[src/rtl/sccb_init_sequencer.sv]
// Walks the camera configuration ROM and issues one SCCB register write per entry through a
// req/ack handshake. It also decodes the timed-delay (FFF0) and end-of-table (FFFF) markers.
module sccb_init_sequencer #(
    parameter int unsigned CLK_FREQ_HZ = 100_000_000,
    parameter int unsigned DELAY_MS    = 10,
    parameter int unsigned ROM_AW      = 8,
    parameter int unsigned ACK_TIMEOUT = 65535,
    parameter logic [7:0]  DEV_ID      = 8'h42
) (
    input  logic              clk_i,
    input  logic              rst_ni,
    input  logic              start_i,
    output logic [ROM_AW-1:0] rom_addr_o,
    input  logic [15:0]       rom_data_i,
    output logic              wr_req_o,
    input  logic              wr_ack_i,
    output logic [7:0]        wr_dev_id_o,
    output logic [7:0]        wr_reg_addr_o,
    output logic [7:0]        wr_reg_data_o,
    output logic              busy_o,
    output logic              done_o,
    output logic              error_o,
    output logic [ROM_AW-1:0] wr_count_o
);

    localparam int unsigned    DelayCycles = CLK_FREQ_HZ / 1000 * DELAY_MS;
    localparam logic [31:0]    DelayLoad   = 32'(DelayCycles - 1);
    localparam logic [31:0]    TmoLast     = 32'(ACK_TIMEOUT - 1);
    localparam logic [ROM_AW-1:0] AddrMax  = {ROM_AW{1'b1}};
    localparam logic [15:0]    MarkEnd     = 16'hFFFF;
    localparam logic [15:0]    MarkDelay   = 16'hFFF0;

    typedef enum logic [2:0] {
        StIdle,
        StFetch,
        StDecode,
        StIssue,
        StDelay,
        StDone,
        StError
    } state_e;

    state_e            state_q, state_d;
    logic [ROM_AW-1:0] rom_addr_q, rom_addr_d;
    logic [ROM_AW-1:0] wr_count_q, wr_count_d;
    logic [7:0]        reg_addr_q, reg_addr_d;
    logic [7:0]        reg_data_q, reg_data_d;
    logic              wr_req_q, wr_req_d;
    logic              busy_q, busy_d;
    logic              done_q, done_d;
    logic              error_q, error_d;
    logic [31:0]       delay_q, delay_d;
    logic [31:0]       tmo_q, tmo_d;
    logic              advance;

    always_ff @(posedge clk_i or negedge rst_ni) begin
        if (!rst_ni) begin
            state_q    <= StIdle;
            rom_addr_q <= '0;
            wr_count_q <= '0;
            reg_addr_q <= '0;
            reg_data_q <= '0;
            wr_req_q   <= 1'b0;
            busy_q     <= 1'b0;
            done_q     <= 1'b0;
            error_q    <= 1'b0;
            delay_q    <= '0;
            tmo_q      <= '0;
        end else begin
            state_q    <= state_d;
            rom_addr_q <= rom_addr_d;
            wr_count_q <= wr_count_d;
            reg_addr_q <= reg_addr_d;
            reg_data_q <= reg_data_d;
            wr_req_q   <= wr_req_d;
            busy_q     <= busy_d;
            done_q     <= done_d;
            error_q    <= error_d;
            delay_q    <= delay_d;
            tmo_q      <= tmo_d;
        end
    end

    always_comb begin
        state_d    = state_q;
        rom_addr_d = rom_addr_q;
        wr_count_d = wr_count_q;
        reg_addr_d = reg_addr_q;
        reg_data_d = reg_data_q;
        wr_req_d   = wr_req_q;
        busy_d     = busy_q;
        done_d     = done_q;
        error_d    = error_q;
        delay_d    = delay_q;
        tmo_d      = tmo_q;
        advance    = 1'b0;

        unique case (state_q)
            StIdle, StDone, StError: begin
                if (start_i) begin
                    rom_addr_d = '0;
                    wr_count_d = '0;
                    done_d     = 1'b0;
                    error_d    = 1'b0;
                    busy_d     = 1'b1;
                    state_d    = StFetch;
                end
            end
            // Covers the one-cycle registered ROM read latency.
            StFetch: state_d = StDecode;
            StDecode: begin
                if (rom_data_i == MarkEnd) begin
                    busy_d  = 1'b0;
                    done_d  = 1'b1;
                    state_d = StDone;
                end else if (rom_data_i == MarkDelay) begin
                    delay_d = DelayLoad;
                    state_d = StDelay;
                end else begin
                    reg_addr_d = rom_data_i[15:8];
                    reg_data_d = rom_data_i[7:0];
                    wr_req_d   = 1'b1;
                    tmo_d      = '0;
                    state_d    = StIssue;
                end
            end
            StIssue: begin
                if (wr_ack_i) begin
                    wr_req_d = 1'b0;
                    if (wr_count_q != AddrMax) begin
                        wr_count_d = wr_count_q + 1'b1;
                    end
                    advance = 1'b1;
                end else if (tmo_q == TmoLast) begin
                    wr_req_d = 1'b0;
                    error_d  = 1'b1;
                    busy_d   = 1'b0;
                    state_d  = StError;
                end else begin
                    tmo_d = tmo_q + 32'd1;
                end
            end
            StDelay: begin
                if (delay_q == '0) begin
                    advance = 1'b1;
                end else begin
                    delay_d = delay_q - 32'd1;
                end
            end
            default: state_d = StIdle;
        endcase

        // The last ROM slot ends the run rather than wrapping to address 0.
        if (advance) begin
            if (rom_addr_q == AddrMax) begin
                busy_d  = 1'b0;
                done_d  = 1'b1;
                state_d = StDone;
            end else begin
                rom_addr_d = rom_addr_q + 1'b1;
                state_d    = StFetch;
            end
        end
    end

    assign rom_addr_o    = rom_addr_q;
    assign wr_req_o      = wr_req_q;
    assign wr_dev_id_o   = DEV_ID;
    assign wr_reg_addr_o = reg_addr_q;
    assign wr_reg_data_o = reg_data_q;
    assign busy_o        = busy_q;
    assign done_o        = done_q;
    assign error_o       = error_q;
    assign wr_count_o    = wr_count_q;

endmodule

[config.mk]
export PLATFORM = sky130hd
export DESIGN_NAME = sccb_init_sequencer
export DESIGN_NICKNAME = d
export VERILOG_FILES = /design/src/rtl/sccb_init_sequencer.sv
export SDC_FILE = /design/constraint.sdc
export NUM_CORES = 1
export LEC_CHECK = 0
export CORE_ASPECT_RATIO = 0.5
export CORE_MARGIN = 2
export CORE_UTILIZATION = 40
export DETAILED_ROUTE_END_ITERATION = 7
export HOLD_SLACK_MARGIN = 0.1
export SYNTH_ARGS = -nofsm -noshare
export SYNTH_HDL_FRONTEND = slang
export SYNTH_SLANG_ARGS = --single-unit
[constraint.sdc]
create_clock -name clk_i -period 2.4 [get_ports clk_i]
set_input_delay 0.24 -clock clk_i [delete_from_list [all_inputs] [get_ports clk_i]]
set_output_delay 0.24 -clock clk_i [all_outputs]
set_load 0.02 [all_outputs]
# == Yosys cells after proc, flatten, opt, wreduce, memory -nomap -nowiden ==
# Index checks and enable logic that the tools add are counted.
# totals
regBits,103
input_bits,20
out_inout_bits,44
elab_cells,105
# op_classes
addsub,4
eq_ne,26
n_mux,49
bitwise_logic,2
n_reduce_logical,13
# op_table
operator,count
$mux W32,7
$pmux W32 S2,2
$mux W8,7
$add A32 B1 Y32 const B,1
$eq A16 B16 Y1 const B,2
$eq A32 B16 Y1 const B,1
$logic_not A32 Y1,1
$sub A32 B1 Y32 const B,1
$ne A2 B2 Y1 const B,11
$mux W3,7
$reduce_and A4 Y1,5
$mux W1,19
$add A8 B1 Y8 const B,2
$pmux W8 S2,1
$pmux W3 S5,1
$ne A3 B3 Y1 const B,4
$eq A3 B3 Y1 const B,3
$eq A8 B8 Y1 const B,1
$ne A8 B8 Y1 const B,1
$pmux W1 S2,4
$eq A3 B2 Y1 const B,2
$reduce_bool A2 Y1,3
$reduce_and A5 Y1,1
$eq A3 B1 Y1 const B,1
5 further kinds,6

# == Longest topological paths before layout ==
# Gate-level depths: netlist of the first run.
# logic_depth
word_depth,6
mapped_depth,9
mapped_depth_nobuf,7

# == Worst setup path before layout of the first run ==
# OpenSTA, ideal clock, no wires.
# synth_timing
path_kind,flip-flop to flip-flop
startpoint,register delay_q[7]
endpoint,register rom_addr_q[7] (netlist: rom_addr_o[7])
arrival_time_ns,2.475
setup_slack_ns,-0.197
path_stages_with_launch,8
path_buffers,2
period_less_slack_ns,2.597
cell_sequence,dfrtp_1 > or4_1 > clkbuf_1 > or4_1 > o41ai_2 > buf_2 > nand2_1 > a32o_1
# synth_between
elab_chain_cells,4
# synth_rtl
item,line_no,source
"start, declared",52,"logic [31:0] delay_q, delay_d;"
"start signal, assigned",79,delay_q <= delay_d;
$logic_not A32 Y1,144,if (delay_q == '0) begin
$mux W1,144,
$pmux W1 S2,98,unique case (state_q)
$mux W8,154,if (advance) begin
via rom_addr_d[7],44,"logic [ROM_AW-1:0] rom_addr_q, rom_addr_d;"
"end signal, assigned",71,rom_addr_q <= rom_addr_d;
"end, declared",44,
# The timed path passes the listed nets, and every way through them passes these cells.
# A chain may end at the register's enable or synchronous reset.

# == Worst setup path in the final report of the first run ==
# layout_timing
startpoint,register delay_q[0]
endpoint,register delay_q[31]
# layout_between
elab_chain_cells,3
word_cells_on_any_way,6
# layout_rtl
item,line_no
$sub A32 B1 Y32 / $logic_not A32 Y1 (equally long branches),"147, 144"
$mux W32 / $ne A2 B2 Y1 (equally long branches),n/a
$pmux W32 S2 / $reduce_and A4 Y1 (equally long branches),n/a
# Parallel ways exist; a longest one is shown, timed or not. The select of a mux whose other input is x is not followed.

==> summary.txt, run 1 <==
Place
  – Final HPWL DP: 9977 um
  – Post-DP Area: between 6000 and 7000 um^2
  – Dpl ws: -162.7 ps
  – GPL Wtd Cong: 0.8061
  – Number of port buffers: 55

Flow run
  – Max_cap viols: 0

Clocking
  – H-tree depth: 3
  – CTS max path bufs: 2
  – CTS tree: done
  – CTS Sinks: between 100 and 150
  – Inserted Clock Buffers: 9
  – Clk pin slew, worst setup/hold paths: 80 ps
  – Clock latency on the worst-skew pair: 350 ps
  – Root Buffer: clkbuf_16

STA
  – Slew Limit Headroom: 51.72%
  – F_max: 0.4009 GHz
  – Crit path time final: 2494 ps
  – Worst clock skew: 13.77 ps
  – Least-Margin Pin Slew: roughly 720 ps
  – Hold slack: 448.6 ps
  – Final setup fails: 13
  – Setup TNS: -651.1 ps
  – Fin. Hold Viols: 0
  – Pins over their slew limit: 0
  – Setup ws final: -94.46 ps
  – RSZ-0062 raised after global routing: true
  – Final worst path period share: 103.9%

Cells and area
  – Area growth from synthesis to layout: 33.28%
  – Share of post-route cells with drive strength above 1: 20.29%
  – Core Util, Final: between 50% and 60%
  – Ant diodes: 0
  – Final std cell area, no fill: 7476 um^2
  – Final net count: between 700 and 800

Floorplanning
  – IO Pins: 64
  – Die width: 171.5 um
  – Row count: 30
  – Die Height: 87.74 um
  – Core Box Area: 13630 um^2
  – Starting Density: 41.17%
  – Die area: 15040 um^2

Critical path
  – Crit start category: flop
  – Critical path class: reg2reg
  – Reg2reg start: delay_q[0]
  – Crit path buf inv count: 0
  – Critical path cell sequence: or4_4, or3_4, or4_4, or4_1, a21oi_1
  – CP required: ~2700 ps
  – CP top delay family: simple AND/OR/NAND/NOR gates
  – Crit-path slowest cell: or4_4
  – Nature of the critical path endpoint: flop
  – CP max stage delay: 540 ps
  – Most frequent CP cell: or4_4
  – CP max FO: 3
  – CP arrival: between 2000 and 3000 ps
  – CP Launch Point: delay_q[0]

Drt
  – Post-route ant nets: 0
  – DRC Markers: 0
  – First DRT Iteration DRCs: 331
  – Routed length per instance: 15.70 um
  – Detailed-router iteration count before antenna repair: 4
  – Routed WL: 14850 um
  – Total number of vias: 5219
  – Routed vias/inst: 5.517

GRT
  – Largest net degree at the start of global routing: 104
  – GRT met3 Usage: 3.615%
  – Vias in the first global route: 4958
  – Global-route wire length before repair: 24770 um
  – Initial antenna violation count: 0
  – GR peak layer: met2
  – Congestion Overflow GR: 0
  – M1 GR Usage: 28.14%
  – GRT Total Usage: 20.53%
  – GR Util met2: 34.50%

Synth
  – Fraction of registers with async set/reset: 100.0%
  – Yosys warning count: 0
  – Register area share after synthesis: 45.95%
  – Cell Area, Synth: about 5600 um^2
  – Post-synth top flop: dfrtp_1
  – Synth cell types: 52
  – Register bit total from synthesis: 103
  – Cells after synthesis: 634
  – Syn_area_per_cell: approximately 8.8 um^2
  – Number of synthesized flops with an enable pin: 0

Power
  – Power per cell area: 772.1 nW/um^2
  – Leakage: 0.002981 uW
  – Worst vdd ir: roughly 0.42 mV

Status
  – Status: complete, but fails checks
  – Failing checks: setup timing

Hold path
  – Hold Crit Start: rom_data_i[13]
  – Hold Crit Class: in2reg
## metal layers
metal / wire, um / share of wire [%]
met5: 0 / 0
met4: 128 / 0.86
met3: 311 / 2.1
met2: 7210 / 49
met1: 7200 / 48
## registers in the layout (all words and copies together), names as in the netlist
name and count:
busy_o 1, delay_q 32, wr_count_o 8, tmo_q 32, wr_req_o 1, wr_reg_addr_o 8, error_o 1, wr_reg_data_o 8
rom_addr_o 8, state_q 3, done_o 1
## synthesized netlist by cell type (all sizes together) (5+ instances only)
master / count / area [um^2]
clkbuf: 26 / 97.59
or2: 5 / 31.28
mux2i: 13 / 130.1
dfrtp: 103 / 2577
nor4: 10 / 62.56
o31ai: 29 / 217.7
inv: 14 / 52.55
xnor2: 7 / 61.31
and2: 5 / 31.28
or3: 22 / 142.6
nand4: 13 / 81.33
a21o: 5 / 37.54
nor3: 23 / 115.1
and3: 8 / 50.05
buf: 13 / 83.83
o211ai: 5 / 37.54
or4: 34 / 259.0
and4: 8 / 70.07
nand2: 101 / 379.1
nor2: 26 / 97.59
nand3: 29 / 145.1
o21ai: 39 / 195.2
a31oi: 11 / 68.82
ha: 6 / 75.07
a21oi: 45 / 225.2
## report_power, final
part / switching, uW / leakage (uW) / internal, uW
sequential: 211 / 0.00126 / 2020
clock: 684 / 0.000136 / 709
combinational: 1200 / 0.00159 / 950
## what timing repair did
item / 4_1_cts / 5_1_grt
pin swaps: 12 / 17
resized for setup: 23 / 47
buffers inserted: 6 / 3
hold buffers: 1 / 0
endpoints found under the setup margin: 22 / 38
endpoints found under the hold margin: 103 / 0
cloned: 3 / 1
## worst paths after layout
path / slack, ps / to / cells after the start
max: -90 / delay_q[31] / 5
min: 450 / wr_reg_addr_o[5] / 3
max reg2reg: -90 / delay_q[31] / 5
min reg2reg: 470 / wr_reg_data_o[4] / 2
max in group asynchronous: 1450 / delay_q[2] / 3
min in group asynchronous: 480 / tmo_q[16] / 3
## cell families (layout without fill, tap and decap cells)
group / Yosys count / in the layout / synth area share (%)
and+or+nand+nor: 299 / 299 / 28.28
buffers and inverters: 53 / 167 / 4.171
DFF: 103 / 103 / 45.95
adders and majority gates: 6 / 6 / 1.338
other: 2 / 8 / 0.1339
AOI/OAI and AO/OA: 150 / 150 / 16.55
muxes: 13 / 13 / 2.320
xor gates and xnor gates: 8 / 8 / 1.249
## stage by stage
| step | power [uW] | std cells |
|---|---|---|
| floorplan | 3331 | 640 |
| global placement | 4229 | 918 |
| detailed placement | 4275 | 918 |
| CTS | 5706 | 943 |
| global route | 6135 | 946 |
| finish | 5772 | 946 |
## cells in the final DEF (no fill, tap or decap), types with 3 or more instances in the layout
master,Yosys,final
dfrtp_1,103,103
a21o_1,5,5
and4_1,8,8
o21ai_1,3,6
or4_4,1,9
o21ai_2,0,4
xnor2_1,7,6
nand2_1,101,99
conb_1,2,8
nor4_1,10,9
clkbuf_16,0,10
nor3_1,23,19
nand4_1,13,13
buf_6,0,9
o21ai_0,36,28
and2_1,5,5
or2_2,5,5
nor2_1,26,25
nand3_1,29,27
a31oi_1,11,9
mux2i_1,13,13
or3_1,21,19
ha_1,6,6
nor3_2,0,3
clkdlybuf4s50_1,0,54
inv_6,0,3
or3_4,1,3
or4_1,33,25
o211ai_1,5,5
o31ai_1,29,27
a21oi_2,0,7
buf_4,8,70
inv_1,14,13
nand2b_1,4,4
and3_1,8,7
a21oi_1,45,38
## cell type report
type	instances	area (um^2)
clock buffer	9	225.2
clock inverter	6	45.04
fill	1246	6150
inverter	14	52.55
multi-input combinational	484	3078
sequential	103	2577
tap	192	240.2
timing repair buffer	138	1257
## tightest hold or removal path, stage by stage
cell             delay [ps]
clkdlybuf4s50_1         410
nand2_1                  70
nand2_1                  40
(Power assumes the default switching activity.)
==> run 2, diff against run 1 <==
Settings changed: MAX_ROUTING_LAYER from default to met4.
==> summary.txt, run 2 (same netlist as run 1, synthesis figures left out) <==
Cells and area
  – Layout Cells excl Fill: 946 (unchanged)
  – Commonest non-fill, non-tap cell in the layout: dfrtp_1 (unchanged)
  – Ant diodes: 0 (unchanged)
  – Core Util, Final: 54.87% (unchanged)
  – Largest registers: delay_q x32, tmo_q x32 (unchanged)
  – Area of the multi-input gates: 3078 um^2 (unchanged)
  – Sequential cell area: 2577 um^2 (unchanged)
  – Commonest cells after routing, fill and taps aside: 103 x dfrtp_1, 99 x nand2_1, 70 x buf_4, 54 x clkdlybuf4s50_1, 38 x a21oi_1 (unchanged)
  – Area growth from synthesis to layout: 33.28% (unchanged)
  – Final net count: 776 (unchanged)
  – Share of post-route cells with drive strength above 1: 20.29% (unchanged)
  – Fill count: 1246 (unchanged)

STA
  – RSZ-0062 raised after global routing: true (unchanged)
  – Fin. Hold Viols: 0 (unchanged)
  – Final setup fails: 14 (was 13)
  – Setup ws final: -95.98 ps (was -94.46 ps)
  – Pins over their slew limit: 0 (unchanged)
  – Slew Limit Headroom: 51.61% (was 51.72%)
  – F_max: 0.4006 GHz (was 0.4009 GHz)
  – Final worst path period share: 104.0% (was 103.9%)
  – Hold slack: 446.1 ps (was 448.6 ps)
  – Crit path time final: 2496 ps (was 2494 ps)
  – Least-Margin Pin Slew: 725.9 ps (was 724.2 ps)
  – Worst clock skew: 13.82 ps (was 13.77 ps)

Floorplanning
  – Die area: 15040 um^2 (unchanged)
  – IO Pins: 64 (unchanged)
  – Die width: 171.5 um (unchanged)
  – Die Height: 87.74 um (unchanged)
  – Row count: 30 (unchanged)
  – Core Box Area: 13630 um^2 (unchanged)
  – Starting Density: 41.17% (unchanged)

Place
  – Number of port buffers: 55 (unchanged)
  – Final HPWL DP: 9977 um (unchanged)
  – Placed Instances: 918 (unchanged)
  – GPL Wtd Cong: 0.8179 (was 0.8061)

Critical path
  – Crit start category: flop (unchanged)
  – Critical path class: reg2reg (unchanged)
  – Reg2reg start: delay_q[0] (unchanged)
  – Nature of the critical path endpoint: flop (unchanged)
  – Critical path cell sequence: or4_4, or3_4, or4_4, or4_1, a21oi_1 (unchanged)
  – Most frequent CP cell: or4_4 (unchanged)
  – R2r endpoint: delay_q[31] (unchanged)
  – CP max stage delay: 540 ps (about the same)
  – Worst r2r path cells: 5 (unchanged)
  – Crit-path slowest cell: or4_4 (unchanged)
  – CP required: 2670 ps (about the same)
  – CP max FO: 3 (unchanged)
  – CP top delay family: simple AND/OR/NAND/NOR gates (unchanged)
  – FF-to-FF setup slack: -100 ps (was -90 ps)
  – Crit path buf inv count: 0 (unchanged)
  – CP Launch Point: delay_q[0] (unchanged)
  – CP arrival: 2770 ps (about the same)

Power
  – Leakage: 0.002981 uW (unchanged)
  – Worst vdd ir: 0.4206 mV (was 0.4208 mV)
  – Power per cell area: 771.4 nW/um^2 (was 772.1 nW/um^2)
  – Pint: 3677 uW (was 3676 uW)
  – Clk pwr share: 24.0% (was 24.1%)
  – Reg power frac: 38.6% (about the same)
  – Net Sw Frac: 36.25% (was 36.31%)
  – Combinational fraction of design power: 37.3% (about the same)
  – Switching power: 2090 uW (was 2096 uW)

GRT
  – Global-route wire length before repair: 24740 um (was 24770 um)
  – GR Util met2: 34.65% (was 34.50%)
  – GR peak layer: met2 (unchanged)
  – Largest net degree at the start of global routing: 104 (unchanged)
  – Congestion Overflow GR: 0 (unchanged)
  – Vias in the first global route: 4974 (was 4958)
  – Initial antenna violation count: 0 (unchanged)
  – GRT met3 Usage: 3.615% (unchanged)
  – M1 GR Usage: 27.97% (was 28.14%)
  – GRT Total Usage: 21.19% (was 20.53%)

Hold path
  – Hold path endpoint: wr_reg_addr_o[5] (unchanged)
  – Hold Path Stages: 3 (unchanged)
  – Hold Crit Class: in2reg (unchanged)
  – Hold Crit Start: rom_data_i[13] (unchanged)

Clocking
  – CTS Sinks: 103 (unchanged)
  – Root Buffer: clkbuf_16 (unchanged)
  – H-tree depth: 3 (unchanged)
  – Clk pin slew, worst setup/hold paths: 80 ps (about the same)
  – CTS max path bufs: 2 (unchanged)
  – CTS tree: done (unchanged)
  – Inserted Clock Buffers: 9 (unchanged)
  – Clock latency on the worst-skew pair: 340 ps (was 350 ps)

Drt
  – Detailed-router iteration count before antenna repair: 4 (unchanged)
  – DRC Markers: 0 (unchanged)
  – Routed length per instance: 15.75 um (was 15.70 um)
  – Post-route ant nets: 0 (unchanged)
  – Routed WL: 14900 um (was 14850 um)
  – Routed vias/inst: 5.515 (was 5.517)
  – First DRT Iteration DRCs: 313 (was 331)
  – Total number of vias: 5217 (was 5219)

Status
  – Status: complete, but fails checks (unchanged)
  – Failing checks: setup timing (unchanged)

Flow run
  – Max_cap viols: 0 (unchanged)
## run 2: area by class of cell
type / instances / area share [%]
Sequential cell: 103 / 34.48
Inverter: 14 / 0.7029
Tap cell: 192 / 3.213
Timing Repair Buffer: 138 / 16.82
Clock inverter: 6 / 0.6025
Clock buffer: 9 / 3.013
Multi-Input combinational cell: 484 / 41.17
## run 2: worst max path at each step
stage                     slack (ps)  cells after the start             to
after global routing            -160                      7  rom_addr_o[2]
after floorplan                 -100                      6    delay_q[31]
final                           -100                      5    delay_q[31]
after global placement          -140                      5    delay_q[31]
after detailed placement        -160                      5    delay_q[31]
after CTS                       -100                      5    delay_q[31]
## run 2: what timing repair did
action,4_1_cts,5_1_grt
gates cloned,3,1
hold buffers,1,0
gates resized for setup,23,47
pin swaps,12,17
setup buffers,6,3
hold endpoints to repair,103,0
setup endpoints to repair,22,38
## run 2: metal layers
layer / part of all wire, % / wire [um] / vias to the layer above
met5: 0 / 0 / -
met4: 0.81 / 121 / 0
met3: 1.9 / 288 / 9
met2: 48 / 7216 / 55
met1: 49 / 7270 / 2567
li1: - / - / 2586
## run 2: stage by stage
stage | setup WS [ps] | total power [uW] | setup TNS [ps] | area (um^2)
after global placement | -138.9 | 4229 | -803.3 | 6830
final | -95.98 | 5767 | -726.5 | 7476
after detailed placement | -162.7 | 4275 | -1211 | 6830
after floorplan | -103.3 | 3331 | -194.1 | 5674
after global routing | -156.2 | 6130 | -2020 | 7476
after CTS | -95.21 | 5706 | -415.8 | 7249
## run 2: worst min-delay path: cells and delay by family
kind                   cells  cell delay (ps)
buffers and inverters      1              410
and+or+nand+nor            2              100
## run 2: power by group through the flow
| stage | combinational [uW] | sequential (uW) | clock (uW) |
|---|---|---|---|
| finish | 2150 | 2230 | 1390 |
| global placement | 1980 | 2250 | 0 |
| detailed placement | 2010 | 2260 | 0 |
| global route | 2360 | 2260 | 1510 |
| floorplan | 847 | 2480 | 0 |
| CTS | 2050 | 2230 | 1420 |
==> run 3, diff against run 2 <==
Settings changed: TNS_END_PERCENT from default to 20.
==> summary.txt, run 3 (same netlist as run 1, synthesis figures left out) <==
STA
  – F_max: 0.3961 GHz (was 0.4006 GHz)
  – Crit path time final: 2525 ps (was 2496 ps)
  – Worst clock skew: 11.72 ps (was 13.82 ps)
  – Setup TNS: -1082 ps (was -726.5 ps)
  – Fin. Hold Viols: 0 (unchanged)
  – Pins over their slew limit: 0 (unchanged)
  – Final setup fails: 18 (was 14)
  – Slew Limit Headroom: 47.72% (was 51.61%)
  – Final worst path period share: 105.2% (was 104.0%)
  – Least-Margin Pin Slew: 784.2 ps (was 725.9 ps)
  – Setup ws final: -124.7 ps (was -95.98 ps)
  – RSZ-0062 raised after global routing: true (unchanged)

Clocking
  – CTS tree: done (unchanged)
  – CTS max path bufs: 2 (unchanged)
  – Clock latency on the worst-skew pair: 340 ps (about the same)
  – H-tree depth: 3 (unchanged)
  – CTS Sinks: 103 (unchanged)
  – Inserted Clock Buffers: 9 (unchanged)
  – Root Buffer: clkbuf_16 (unchanged)
  – Clk pin slew, worst setup/hold paths: 70 ps (was 80 ps)

Drt
  – DRC Markers: 0 (unchanged)
  – Detailed-router iteration count before antenna repair: 4 (unchanged)
  – Total number of vias: 5239 (was 5217)
  – First DRT Iteration DRCs: 306 (was 313)
  – Routed length per instance: 15.60 um (was 15.75 um)
  – Routed WL: 14930 um (was 14900 um)
  – Routed vias/inst: 5.474 (was 5.515)
  – Post-route ant nets: 0 (unchanged)

GRT
  – Vias in the first global route: 5012 (was 4974)
  – GRT Total Usage: 21.38% (was 21.19%)
  – Congestion Overflow GR: 0 (unchanged)
  – Initial antenna violation count: 0 (unchanged)
  – Largest net degree at the start of global routing: 45 (was 104)
  – Global-route wire length before repair: 25110 um (was 24740 um)

Flow run
  – Max_cap viols: 0 (unchanged)

Cells and area
  – Commonest cells after routing, fill and taps aside: 103 x dfrtp_1, 99 x nand2_1, 79 x buf_4, 54 x clkdlybuf4s50_1, 41 x a21oi_1 (was 103 x dfrtp_1, 99 x nand2_1, 70 x buf_4, 54 x clkdlybuf4s50_1, 38 x a21oi_1)
  – Largest registers: delay_q x32, tmo_q x32 (unchanged)
  – Layout Cells excl Fill: 957 (was 946)
  – Final net count: 786 (was 776)
  – Commonest non-fill, non-tap cell in the layout: dfrtp_1 (unchanged)
  – Final std cell area, no fill: 7488 um^2 (was 7476 um^2)
  – Core Util, Final: 54.96% (was 54.87%)
  – Share of post-route cells with drive strength above 1: 19.61% (was 20.29%)
  – Area growth from synthesis to layout: 33.50% (was 33.28%)
  – Ant diodes: 0 (unchanged)

Critical path
  – CP required: 2670 ps (about the same)
  – Crit path buf inv count: 1 (was 0)
  – Critical path cell sequence: or4_4, or3_4, or4_4, buf_4, or3_1, a21oi_2 (was or4_4, or3_4, or4_4, or4_1, a21oi_1)
  – CP max stage delay: 560 ps (was 540 ps)
  – CP arrival: 2790 ps (was 2770 ps)
  – CP Capture Point: delay_q[29] (was delay_q[31])
  – FF-to-FF setup slack: -120 ps (was -100 ps)
  – Reg2reg start: delay_q[1] (was delay_q[0])
  – CP Launch Point: delay_q[1] (was delay_q[0])
  – Crit-path slowest cell: or4_4 (unchanged)
  – Worst r2r path cells: 6 (was 5)
  – R2r endpoint: delay_q[29] (was delay_q[31])
  – Number of cells on the critical path: 6 (was 5)
  – CP top delay family: simple AND/OR/NAND/NOR gates (unchanged)
  – Most frequent CP cell: or4_4 (unchanged)
  – CP max FO: 3 (unchanged)
  – Nature of the critical path endpoint: flop (unchanged)
  – Critical path class: reg2reg (unchanged)
  – Crit start category: flop (unchanged)

Floorplanning
  – Starting Density: 41.17% (unchanged)
  – Die width: 171.5 um (unchanged)
  – Die Height: 87.74 um (unchanged)
  – Core Box Area: 13630 um^2 (unchanged)
  – Row count: 30 (unchanged)
  – Die area: 15040 um^2 (unchanged)
  – IO Pins: 64 (unchanged)

Place
  – Post-DP Area: 6875 um^2 (was 6830 um^2)
  – GPL Wtd Cong: 0.7972 (was 0.8179)
  – Number of port buffers: 55 (unchanged)
  – Final HPWL DP: 10290 um (was 9977 um)
  – Placed Instances: 923 (was 918)

Power
  – Worst vdd ir: 0.4690 mV (was 0.4206 mV)
  – Power per cell area: 783.6 nW/um^2 (was 771.4 nW/um^2)
  – Total Power: 5868 uW (was 5767 uW)
  – Leakage: 0.003006 uW (was 0.002981 uW)

Hold path
  – Hold Crit Class: in2async (was in2reg)

Status
  – Failing checks: setup timing (unchanged)
  – Status: complete, but fails checks (unchanged)
run 3: timing repair:
action,in CTS,in global routing
cloned,1,0
resized for setup,17,32
hold buffers,1,0
buffers inserted,10,7
endpoints found under the hold margin,35,0
endpoints found under the setup margin,31,46
pin swaps,9,15
run 3: cell type report:
cell class                 instances  area, um^2
sequential                       103        2577
clock buffer                      11       242.7
inverter                          14       52.55
timing repair buffer             148        1321
clock inverter                     5       57.56
tap                              192       240.2
fill                            1238        6137
multi-input combinational        484        2997
run 3: worst min path at each step:
stage,from,endpoint,slack [ps],cells past startpoint
6_report,rst_ni,tmo_q[14],420,2
5_1_grt,rst_ni,tmo_q[14],460,2
3_3_place_gp,rst_ni,tmo_q[14],250,1
4_1_cts,rst_ni,tmo_q[14],430,2
2_1_floorplan,rst_ni,busy_o,-60,0
3_5_place_dp,rst_ni,tmo_q[14],260,1
run 3: power breakdown:
group	leakage [uW]	total [uW]	switching, uW	internal [uW]
Sequential	0.00126	2230	215	2020
Combinational	0.00160	2150	1180	962
Clock	0.000149	1490	650	839
Total	0.00301	5870	2050	3820
run 3: per-stage QoR:
stage	hold WS, ps	setup slack, ps
2_1_floorplan	-55.59	-103.3
3_3_place_gp	254.7	-89.08
3_5_place_dp	255.2	-137.4
4_1_cts	426.3	-96.57
5_1_grt	456.9	-194.9
6_report	417.0	-124.7
run 3: per-layer routing:
layer / up-vias / global-route usage (%) / routed length (um)
met4: 0 / 4.314 / 104
met5: - / - / 0
met1: 2567 / 27.58 / 6936
li1: 2599 / - / -
met2: 65 / 35.78 / 7512
met3: 8 / 3.705 / 378
